File: src/rtl/lcd_page_mapper_if.sv
// Character request/response channel between the LCD write sequencer (master)
// and the page mapper (slave).
interface lcd_page_mapper_if #(
  parameter int IDX_W = 5
);
  logic [IDX_W-1:0] index;
  logic             index_valid;
  logic [7:0]       out;
  logic             out_valid;

  modport master (
    output index,
    output index_valid,
    input  out,
    input  out_valid
  );

  modport slave (
    input  index,
    input  index_valid,
    output out,
    output out_valid
  );
endinterface

File: src/rtl/lcd_page_mapper.sv
// Renders one LCD character cell per request for the DATE/TIME and ALARM pages,
// with a blinking edit-field cursor, a page toggle and an inactivity timeout.
//
// state | meaning
// IDLE  | no field selected; sw_page toggles the page, divider parked at 0
// EDIT  | field edit_field selected; divider runs, selected field blinks
module lcd_page_mapper #(
  parameter int COLS         = 16,
  parameter int ROWS         = 2,
  parameter int BLINK_DIV    = 25_000_000,
  parameter int EDIT_TIMEOUT = 20,
  localparam int IDX_W       = $clog2(ROWS * COLS)
) (
  input  logic                    clk,
  input  logic                    rst,
  input  logic                    sw_edit,
  input  logic                    sw_page,
  input  logic [27:0]             date_bcd,
  input  logic [23:0]             time_bcd,
  input  logic [15:0]             alarm_bcd,
  input  logic                    alarm_en,
  lcd_page_mapper_if.slave        bus,
  output logic                    page,
  output logic [2:0]              edit_field
);

  localparam int DIV_W = (BLINK_DIV > 2) ? $clog2(BLINK_DIV) : 1;
  localparam int TMO_W = $clog2(EDIT_TIMEOUT + 1);

  localparam logic [DIV_W-1:0] DIV_LAST = DIV_W'(BLINK_DIV - 1);
  localparam logic [TMO_W-1:0] TMO_LAST = TMO_W'(EDIT_TIMEOUT - 1);

  localparam logic [31:0] COLS_U  = 32'(COLS);
  localparam logic [31:0] CELLS_U = 32'(ROWS * COLS);

  // Row templates hold the fixed labels and separators; digit cells are overridden.
  localparam logic [127:0] P0R0     = "DATE 2YYY/MM/DD ";
  localparam logic [127:0] P0R1     = "TIME   :  :     ";
  localparam logic [127:0] P1R0     = "ALARM   :       ";
  localparam logic [127:0] P1R1_ON  = "ALM ON          ";
  localparam logic [127:0] P1R1_OFF = "ALM OFF         ";

  typedef enum logic {
    IDLE = 1'b0,
    EDIT = 1'b1
  } state_t;

  state_t           state_q, state_d;
  logic [2:0]       field_q, field_d;
  logic             page_q, page_d;
  logic [DIV_W-1:0] div_q, div_d;
  logic             phase_q, phase_d;
  logic [TMO_W-1:0] tmo_q, tmo_d;
  logic [2:0]       nf;

  function automatic logic [7:0] dig(input logic [3:0] n);
    return (n > 4'd9) ? 8'h3F : {4'h3, n};
  endfunction

  // ---------------------------------------------------------------- edit FSM
  always_ff @(posedge clk or negedge rst) begin
    if (!rst) begin
      state_q <= IDLE;
      field_q <= 3'd0;
      page_q  <= 1'b0;
      div_q   <= '0;
      phase_q <= 1'b0;
      tmo_q   <= '0;
    end else begin
      state_q <= state_d;
      field_q <= field_d;
      page_q  <= page_d;
      div_q   <= div_d;
      phase_q <= phase_d;
      tmo_q   <= tmo_d;
    end
  end

  always_comb begin
    state_d = state_q;
    field_d = field_q;
    page_d  = page_q;
    div_d   = div_q;
    phase_d = phase_q;
    tmo_d   = tmo_q;
    nf      = page_q ? 3'd3 : 3'd6;

    unique case (state_q)
      IDLE: begin
        if (sw_edit) begin
          state_d = EDIT;
          field_d = 3'd1;
          div_d   = '0;
          phase_d = 1'b0;
          tmo_d   = '0;
        end else if (sw_page) begin
          page_d = ~page_q;
        end
      end

      EDIT: begin
        if (sw_edit) begin
          div_d   = '0;
          phase_d = 1'b0;
          tmo_d   = '0;
          if (field_q == nf) begin
            state_d = IDLE;
            field_d = 3'd0;
          end else begin
            field_d = field_q + 3'd1;
          end
        end else if (div_q == DIV_LAST) begin
          div_d = '0;
          // The toggle that would complete the timeout instead abandons edit mode.
          if (tmo_q == TMO_LAST) begin
            state_d = IDLE;
            field_d = 3'd0;
            phase_d = 1'b0;
            tmo_d   = '0;
          end else begin
            phase_d = ~phase_q;
            tmo_d   = tmo_q + 1'b1;
          end
        end else begin
          div_d = div_q + 1'b1;
        end
      end

      default: begin
        state_d = IDLE;
        field_d = 3'd0;
      end
    endcase
  end

  assign page       = page_q;
  assign edit_field = field_q;

  // ---------------------------------------------------------------- cell decode
  logic [31:0]  idx_w, row_w, col_w;
  logic [3:0]   col_lo;
  logic         row_lo;
  logic         cell_on;
  logic [127:0] tmpl;
  logic [3:0]   nib;
  logic         dig_en;
  logic [2:0]   cell_fld;
  logic [7:0]   out_d;

  assign idx_w   = 32'(bus.index);
  assign row_w   = idx_w / COLS_U;
  assign col_w   = idx_w % COLS_U;
  assign col_lo  = col_w[3:0];
  assign row_lo  = row_w[0];
  assign cell_on = (idx_w < CELLS_U) && (row_w < 32'd2) && (col_w < 32'd16);

  always_comb begin
    tmpl     = P0R0;
    nib      = 4'd0;
    dig_en   = 1'b0;
    cell_fld = 3'd0;

    unique case ({page_q, row_lo})
      2'b00: begin
        tmpl = P0R0;
        unique case (col_lo)
          4'd6:    begin nib = date_bcd[27:24]; dig_en = 1'b1; cell_fld = 3'd1; end
          4'd7:    begin nib = date_bcd[23:20]; dig_en = 1'b1; cell_fld = 3'd1; end
          4'd8:    begin nib = date_bcd[19:16]; dig_en = 1'b1; cell_fld = 3'd1; end
          4'd10:   begin nib = date_bcd[15:12]; dig_en = 1'b1; cell_fld = 3'd2; end
          4'd11:   begin nib = date_bcd[11:8];  dig_en = 1'b1; cell_fld = 3'd2; end
          4'd13:   begin nib = date_bcd[7:4];   dig_en = 1'b1; cell_fld = 3'd3; end
          4'd14:   begin nib = date_bcd[3:0];   dig_en = 1'b1; cell_fld = 3'd3; end
          default: ;
        endcase
      end

      2'b01: begin
        tmpl = P0R1;
        unique case (col_lo)
          4'd5:    begin nib = time_bcd[23:20]; dig_en = 1'b1; cell_fld = 3'd4; end
          4'd6:    begin nib = time_bcd[19:16]; dig_en = 1'b1; cell_fld = 3'd4; end
          4'd8:    begin nib = time_bcd[15:12]; dig_en = 1'b1; cell_fld = 3'd5; end
          4'd9:    begin nib = time_bcd[11:8];  dig_en = 1'b1; cell_fld = 3'd5; end
          4'd11:   begin nib = time_bcd[7:4];   dig_en = 1'b1; cell_fld = 3'd6; end
          4'd12:   begin nib = time_bcd[3:0];   dig_en = 1'b1; cell_fld = 3'd6; end
          default: ;
        endcase
      end

      2'b10: begin
        tmpl = P1R0;
        unique case (col_lo)
          4'd6:    begin nib = alarm_bcd[15:12]; dig_en = 1'b1; cell_fld = 3'd1; end
          4'd7:    begin nib = alarm_bcd[11:8];  dig_en = 1'b1; cell_fld = 3'd1; end
          4'd9:    begin nib = alarm_bcd[7:4];   dig_en = 1'b1; cell_fld = 3'd2; end
          4'd10:   begin nib = alarm_bcd[3:0];   dig_en = 1'b1; cell_fld = 3'd2; end
          default: ;
        endcase
      end

      default: begin
        tmpl = alarm_en ? P1R1_ON : P1R1_OFF;
        if (col_lo >= 4'd4 && col_lo <= 4'd6) cell_fld = 3'd3;
      end
    endcase

    if (!cell_on)
      out_d = 8'h20;
    else if (phase_q && (cell_fld != 3'd0) && (cell_fld == field_q))
      out_d = 8'h20;
    else if (dig_en)
      out_d = dig(nib);
    else
      out_d = tmpl[{~col_lo, 3'b000} +: 8];
  end

  // ---------------------------------------------------------------- response
  always_ff @(posedge clk or negedge rst) begin
    if (!rst) begin
      bus.out       <= 8'h00;
      bus.out_valid <= 1'b0;
    end else begin
      bus.out_valid <= bus.index_valid;
      if (bus.index_valid) bus.out <= out_d;
    end
  end

endmodule

File: src/flat_wrapper.sv
// flat-port wrapper written by rule: the top's interface ports become plain ports
module lcd_page_mapper_flat 
#(
  parameter int COLS         = 16,
  parameter int ROWS         = 2,
  parameter int BLINK_DIV    = 25_000_000,
  parameter int EDIT_TIMEOUT = 20,
  localparam int IDX_W       = $clog2(ROWS * COLS)
)
  (clk, rst, sw_edit, sw_page, date_bcd, time_bcd, alarm_bcd, alarm_en, page, edit_field, bus_index, bus_index_valid, bus_out, bus_out_valid);
  lcd_page_mapper_if #(.IDX_W(($clog2(ROWS * COLS)))) bus_i ();
  input  logic clk;
  input  logic rst;
  input  logic sw_edit;
  input  logic sw_page;
  input  logic [27:0] date_bcd;
  input  logic [23:0] time_bcd;
  input  logic [15:0] alarm_bcd;
  input  logic alarm_en;
  output logic page;
  output logic [2:0] edit_field;
  input wire logic [$bits(bus_i.index)-1:0] bus_index;
  input wire logic [$bits(bus_i.index_valid)-1:0] bus_index_valid;
  output wire logic [$bits(bus_i.out)-1:0] bus_out;
  output wire logic [$bits(bus_i.out_valid)-1:0] bus_out_valid;
  assign bus_i.index = bus_index;
  assign bus_i.index_valid = bus_index_valid;
  assign bus_out = bus_i.out;
  assign bus_out_valid = bus_i.out_valid;
  lcd_page_mapper #(.COLS(COLS), .ROWS(ROWS), .BLINK_DIV(BLINK_DIV), .EDIT_TIMEOUT(EDIT_TIMEOUT)) u_core (.clk(clk), .rst(rst), .sw_edit(sw_edit), .sw_page(sw_page), .date_bcd(date_bcd), .time_bcd(time_bcd), .alarm_bcd(alarm_bcd), .alarm_en(alarm_en), .bus(bus_i), .page(page), .edit_field(edit_field));
endmodule
File: config.mk
export PLATFORM = sky130hd
export DESIGN_NAME = lcd_page_mapper_flat
export DESIGN_NICKNAME = d
export VERILOG_FILES = /design/src/rtl/lcd_page_mapper_if.sv /design/src/rtl/lcd_page_mapper.sv /design/src/flat_wrapper.sv
export SDC_FILE = /design/constraint.sdc
export NUM_CORES = 1
export LEC_CHECK = 0
export CAP_MARGIN = 15
export CORE_ASPECT_RATIO = 0.8
export CORE_MARGIN = 1
export CORE_UTILIZATION = 52
export CTS_CLUSTER_DIAMETER = 30
export DETAILED_ROUTE_END_ITERATION = 8
export PLACE_DENSITY = 0.84
export SYNTH_ARGS = -nofsm -noshare
export SYNTH_HDL_FRONTEND = slang
export SYNTH_SLANG_ARGS = --single-unit
File: constraint.sdc
create_clock -name clk -period 2.85 [get_ports clk]
set_input_delay 0.4275 -clock clk [delete_from_list [all_inputs] [get_ports clk]]
set_output_delay 0.4275 -clock clk [all_outputs]
set_load 0.03 [all_outputs]
### After elaboration in Yosys (flattened, before gate mapping)

Cells that the tools add are included.
Widths: inputs -> output; s select.

* flip-flop bits (word level): 45
* bits of input ports: 79
* output and inout port bits: 13
* word-level logic and storage cells: 109

* add/sub/neg operators: 3
* $lt $le $gt $ge: 6
* equal/unequal tests: 19
* shift-type cells: 1
* mux-type cells: 46
* bitwise operators: 5
* reduce and logical (&&, ||, !) cells: 21

Operators with widths (number)
* $pmux 128 s3: 1
* $shiftx 128x8->8: 1
* $mux 84: 1
* $mux 25: 3
* $pmux 25 s2: 1
* $eq 4x4->1 const B: 7
* $pmux 4 s7: 1
* $add 25x1->25 const B: 1
* $eq 25x25->1 const B: 1
* $mux 8: 3
* $pmux 4 s6: 1
* $mux 5: 4
* $mux 3: 6
* $pmux 3 s3: 2
* $pmux 4 s4: 1
* $reduce_or 2->1: 7
* $eq 4x3->1 const B: 3
* $mux 1: 12
* $pmux 4 s3: 1
* $pmux 5 s2: 1
* $reduce_or 7->1: 1
* $eq 3x3->1: 2
* $lt 5x6->1 const B: 1
* $ne 3x3->1 const B: 2
* other kinds (28): 37

### Longest topological paths before layout

* depth in word-level cells: 9
* gate-level depth with buffers: 11

### Worst setup path before layout

No wires, ideal clock.

* path kind: register to register
* start: register u_core.page_q (netlist: u_core.page)
* end: register u_core.bus.out[0]
* data arrival time: 2309 ps
* required time: 2694 ps
* setup slack: 385 ps
* cell stages (with the launch flop): 10
* period minus slack after synthesis: 2465 ps
* path through: dfrtp_1 > inv_1 > ha_1 > and2_1 > a21boi_1 > a2111oi_2 > mux2i_1 > a31oi_4 > a21oi_1 > a41oi_1

* word-level cells in the longest chain between the ends: 7

Ends and longest elaborated chain
* start, declared: line lcd_page_mapper.sv:50 `logic page_q, page_d;`
* start signal, assigned: line lcd_page_mapper.sv:72 `page_q <= page_d;`
* parallel branches: the longest is 5 deep, another holds $pmux 128 s3
* $mux 8 *: line lcd_page_mapper.sv:210 `else if (phase_q && (cell_fld != 3'd0) && (cell_fld == field_q))`
* $mux 8 *: line lcd_page_mapper.sv:208 `if (!cell_on)`
* end signal, assigned: line lcd_page_mapper.sv:225 `if (bus.index_valid) bus.out <= out_d;`
* end, declared: line lcd_page_mapper_if.sv:21 `output out,`

Mark *: on every way between the ends.
A chain may end at the register's enable or synchronous reset.

### Worst setup path after layout

* start: input bus_index[4]
* end: register u_core.bus.out[0]

* word-level cells in the longest chain between the ends: 7

Ends and longest elaborated chain
* start, declared: line flat_wrapper.sv:22 `input wire logic [$bits(bus_i.index)-1:0] bus_index;`
* parallel branches: the longest is 6 deep, another holds $pmux 128 s3
* $mux 8 *: line lcd_page_mapper.sv:208

Marks and branches as above.

==> impl_metrics.py <==
metrics = {
    "global_routing": {
        "grt_pass1_vias": 4141,
        "antenna_found_initial": 0,
        "grt_max_degree": 45,
        "track_usage_pct": 33.0,
        "gr-total-overflow": 0,
        "grt_pass1_wl_um": 20900,
    },
    "cells_and_area": {
        "final_util_pct": 70.9,
        "nets": 693,
        "diodes": 0,
        "layout_common_cells": "clkdlybuf4s50_1, dfrtp_1, buf_4",
        "n_fill_cell": 624,
        "final_common_cell": "clkdlybuf4s50_1",
        "layout-drive-gt1-share_pct": 11.3,
        "instances_no_fill": 708,
        "ff_latch_area_um2": 1100,
        "multiInputGateArea_um2": 2610,
        "syn_to_final_growth_pct": 30.9,
        "fin_area_um2": 5270,
    },
    "yosys": {
        "synth.top_cell.area_share_pct": 27.4,
        "yosys_register_bits": 44,
        "synth_edf_count": 0,
        "async_reset_ff_share_pct": 100,
        "synth_nets": 594,
        "netlist_instances": 503,
        "synthDistinctLibCells": 73,
        "synthTopCellsByArea": "dfrtp_1, mux2i_1, o21ai_1, ha_1, nor2_1",
        "synthesis.area_um2": 4020,
        "synth_ff_type": "dfrtp_1",
        "avgSynthCellArea_um2": 8.00,
        "yosysSeqAreaShare_pct": 27.4,
        "yosysWarnings": 0,
        "synth_largest_area_cell": "dfrtp_1",
    },
    "timing": {
        "setup_ws_ns": 0.176,
        "fin_skew_ns": 0.00872,
        "setup_violations": 0,
        "fmax_mhz": 374,
        "period_share_pct": 93.8,
        "min_period_ns": 2.67,
        "fin_tns_setup_ns": 0,
        "tightest_slew_ns": 0.991,
        "drv_slew": 0,
        "hold_slack_ns": 0.286,
        "slew_headroom_pct": 33.9,
        "hold_viol": 0,
        "rsz0062_at_grt": "no",
    },
    "floorplan": {
        "die-area_um2": 8100,
        "ioPinCount": 92,
        "fp.dieW_um": 100,
        "coreArea_um2": 7430,
        "rows": 28,
        "start_util_pct": 54.2,
        "die_h_um": 80.7,
    },
    "setup_path": {
        "arrival_ns": 2.90,
        "worst-r2r-setup-slack_ns": 0.37,
        "path_class": "in2reg",
        "cp_slowest_cell": "a2111oi_0",
        "end_kind": "flip-flop",
        "reg2reg_depth": 9,
        "worst-endpoint-required_ns": 3.08,
        "cpPeakStageDelay_ns": 0.58,
        "critPathMaxFanout": 8,
        "r2r_start": "u_core.page$_DFFE_PN0P_",
        "crit_chain": "clkdlybuf4s50_1 -> inv_1 -> ha_1 -> nand2b_1 -> a2111oi_0 -> or2_2 -> a221oi_2 -> a31oi_4 -> a21oi_1 -> a41oi_1",
        "crit_start": "bus_index[4]",
        "timing.rr.end": "u_core.bus.out[0]$_DFFE_PN0P_",
        "start_kind": "input pin",
    },
    "placement": {
        "globalplace.congestion": 0.942,
        "placed_cell_area_um2": 5150,
        "place_inst": 700,
        "dp_hpwl_um": 10200,
        "dp_slack_ns": -0.130,
        "io_buffers": 90,
    },
    "routing": {
        "firstDrtPassIters": 5,
        "wl_um": 13300,
        "drc": 0,
        "vias": 4514,
        "ant_nets": 0,
        "wl_per_cell_um": 18.8,
        "drt-initial-drc-count": 378,
        "viasPerCell": 6.38,
    },
    "outcome": {
        "status": "finished, final reports clean",
    },
    "worst_hold_path": {
        "hold_path.class": "in2async",
    },
    "cts": {
        "cts-buffers-inserted": 5,
        "post_cts_buffers": 0,
        "cts_tree": "yes",
        "clock_sinks": 44,
        "clk_latency_ns": 0.30,
        "path_clk_slew_ns": 0.09,
        "root_buffer": "clkbuf_8",
        "h-tree-depth": 2,
        "cts_resized": 0,
        "ctsHoldBuffers": 0,
        "clock_path_buffers": 2,
    },
    "flow_run": {
        "cap_violations": 0,
    },
    "pwr": {
        "ir_worst_vdd_mv": 0.523,
        "power.density_nw_per_um2": 488,
        "p_leak_nw": 2.25,
        "fin_total_pwr_mw": 2.57,
    },
}
worst max path at each step:
stage	endpoint	slack [ns]	cells past startpoint
after floorplan	u_core.bus.out[0]$_DFFE_PN0P_	0.38	9
after global placement	u_core.bus.out[0]$_DFFE_PN0P_	0.05	10
after detailed placement	u_core.bus.out[0]$_DFFE_PN0P_	-0.13	10
after CTS	u_core.bus.out[0]$_DFFE_PN0P_	0.20	10
after global routing	u_core.bus.out[0]$_DFFE_PN0P_	0.01	10
final	u_core.bus.out[0]$_DFFE_PN0P_	0.18	10
logic make-up after synthesis:
family,synth area share [%]
compound gates,31.7
xor+xnor,1.09
mux,5.07
buf+inv,7.90
other cells,0.0932
simple gates,23.1
flops,27.4
fa+ha+maj,3.73
final cells by class:
| cell class | count | area share [%] |
|---|---|---|
| inverter | 22 | 1.57 |
| tap | 105 | 2.49 |
| sequential | 44 | 20.9 |
| timing repair buffer | 132 | 23.3 |
| multi-input combinational | 397 | 49.5 |
| clock inverter | 2 | 0.736 |
| clock buffer | 6 | 1.57 |
worst max-delay path, delay by kind of cell:
family | cells | cell delay [ns]
AOI/OAI and AO/OA | 5 | 1.23
adders and majority gates | 1 | 0.34
and+or+nand+nor | 2 | 0.37
buffers and inverters | 2 | 0.53
power breakdown:
part           internal (mW)  switching [mW]  total, mW
Clock                  0.287           0.228      0.515
Combinational          0.570           0.713       1.28
Sequential             0.700          0.0731      0.773
registers in the layout, summed over array words and instances (netlist names):
signal                count
u_core.bus.out            7
u_core.bus.out_valid      1
u_core.div_q             25
u_core.edit_field         3
u_core.page               1
u_core.phase_q            1
u_core.state_q            1
u_core.tmo_q              5
cells in the mapped netlist (5+ instances only):
cell type and instances:
o31ai_1 7, a221oi_1 5, ha_1 12, nor2_1 39, buf_2 14, a31oi_1 11, a21oi_1 26, dfrtp_1 44
o21ai_1 33, nor2b_1 7, o32ai_1 5, nand4_1 7, nand2b_1 11, nand2_1 38, o21ai_0 28, nand3_1 22
mux2i_1 17, clkbuf_1 11, inv_1 21, a22o_1 6, a22oi_1 7, and3_1 11, o221ai_1 7, buf_4 12
nor3_1 9, a21o_1 5
routing by layer:
layer / part of all wire, % / vias up / global-route usage (%)
met4: 0.89 / 0 / 5.80
met3: 9.6 / 16 / 7.40
met1: 45 / 2155 / 48.7
met2: 44 / 243 / 49.2
met5: 0 / - / 0
li1: - / 2100 / -
(Power assumes the default switching activity.)
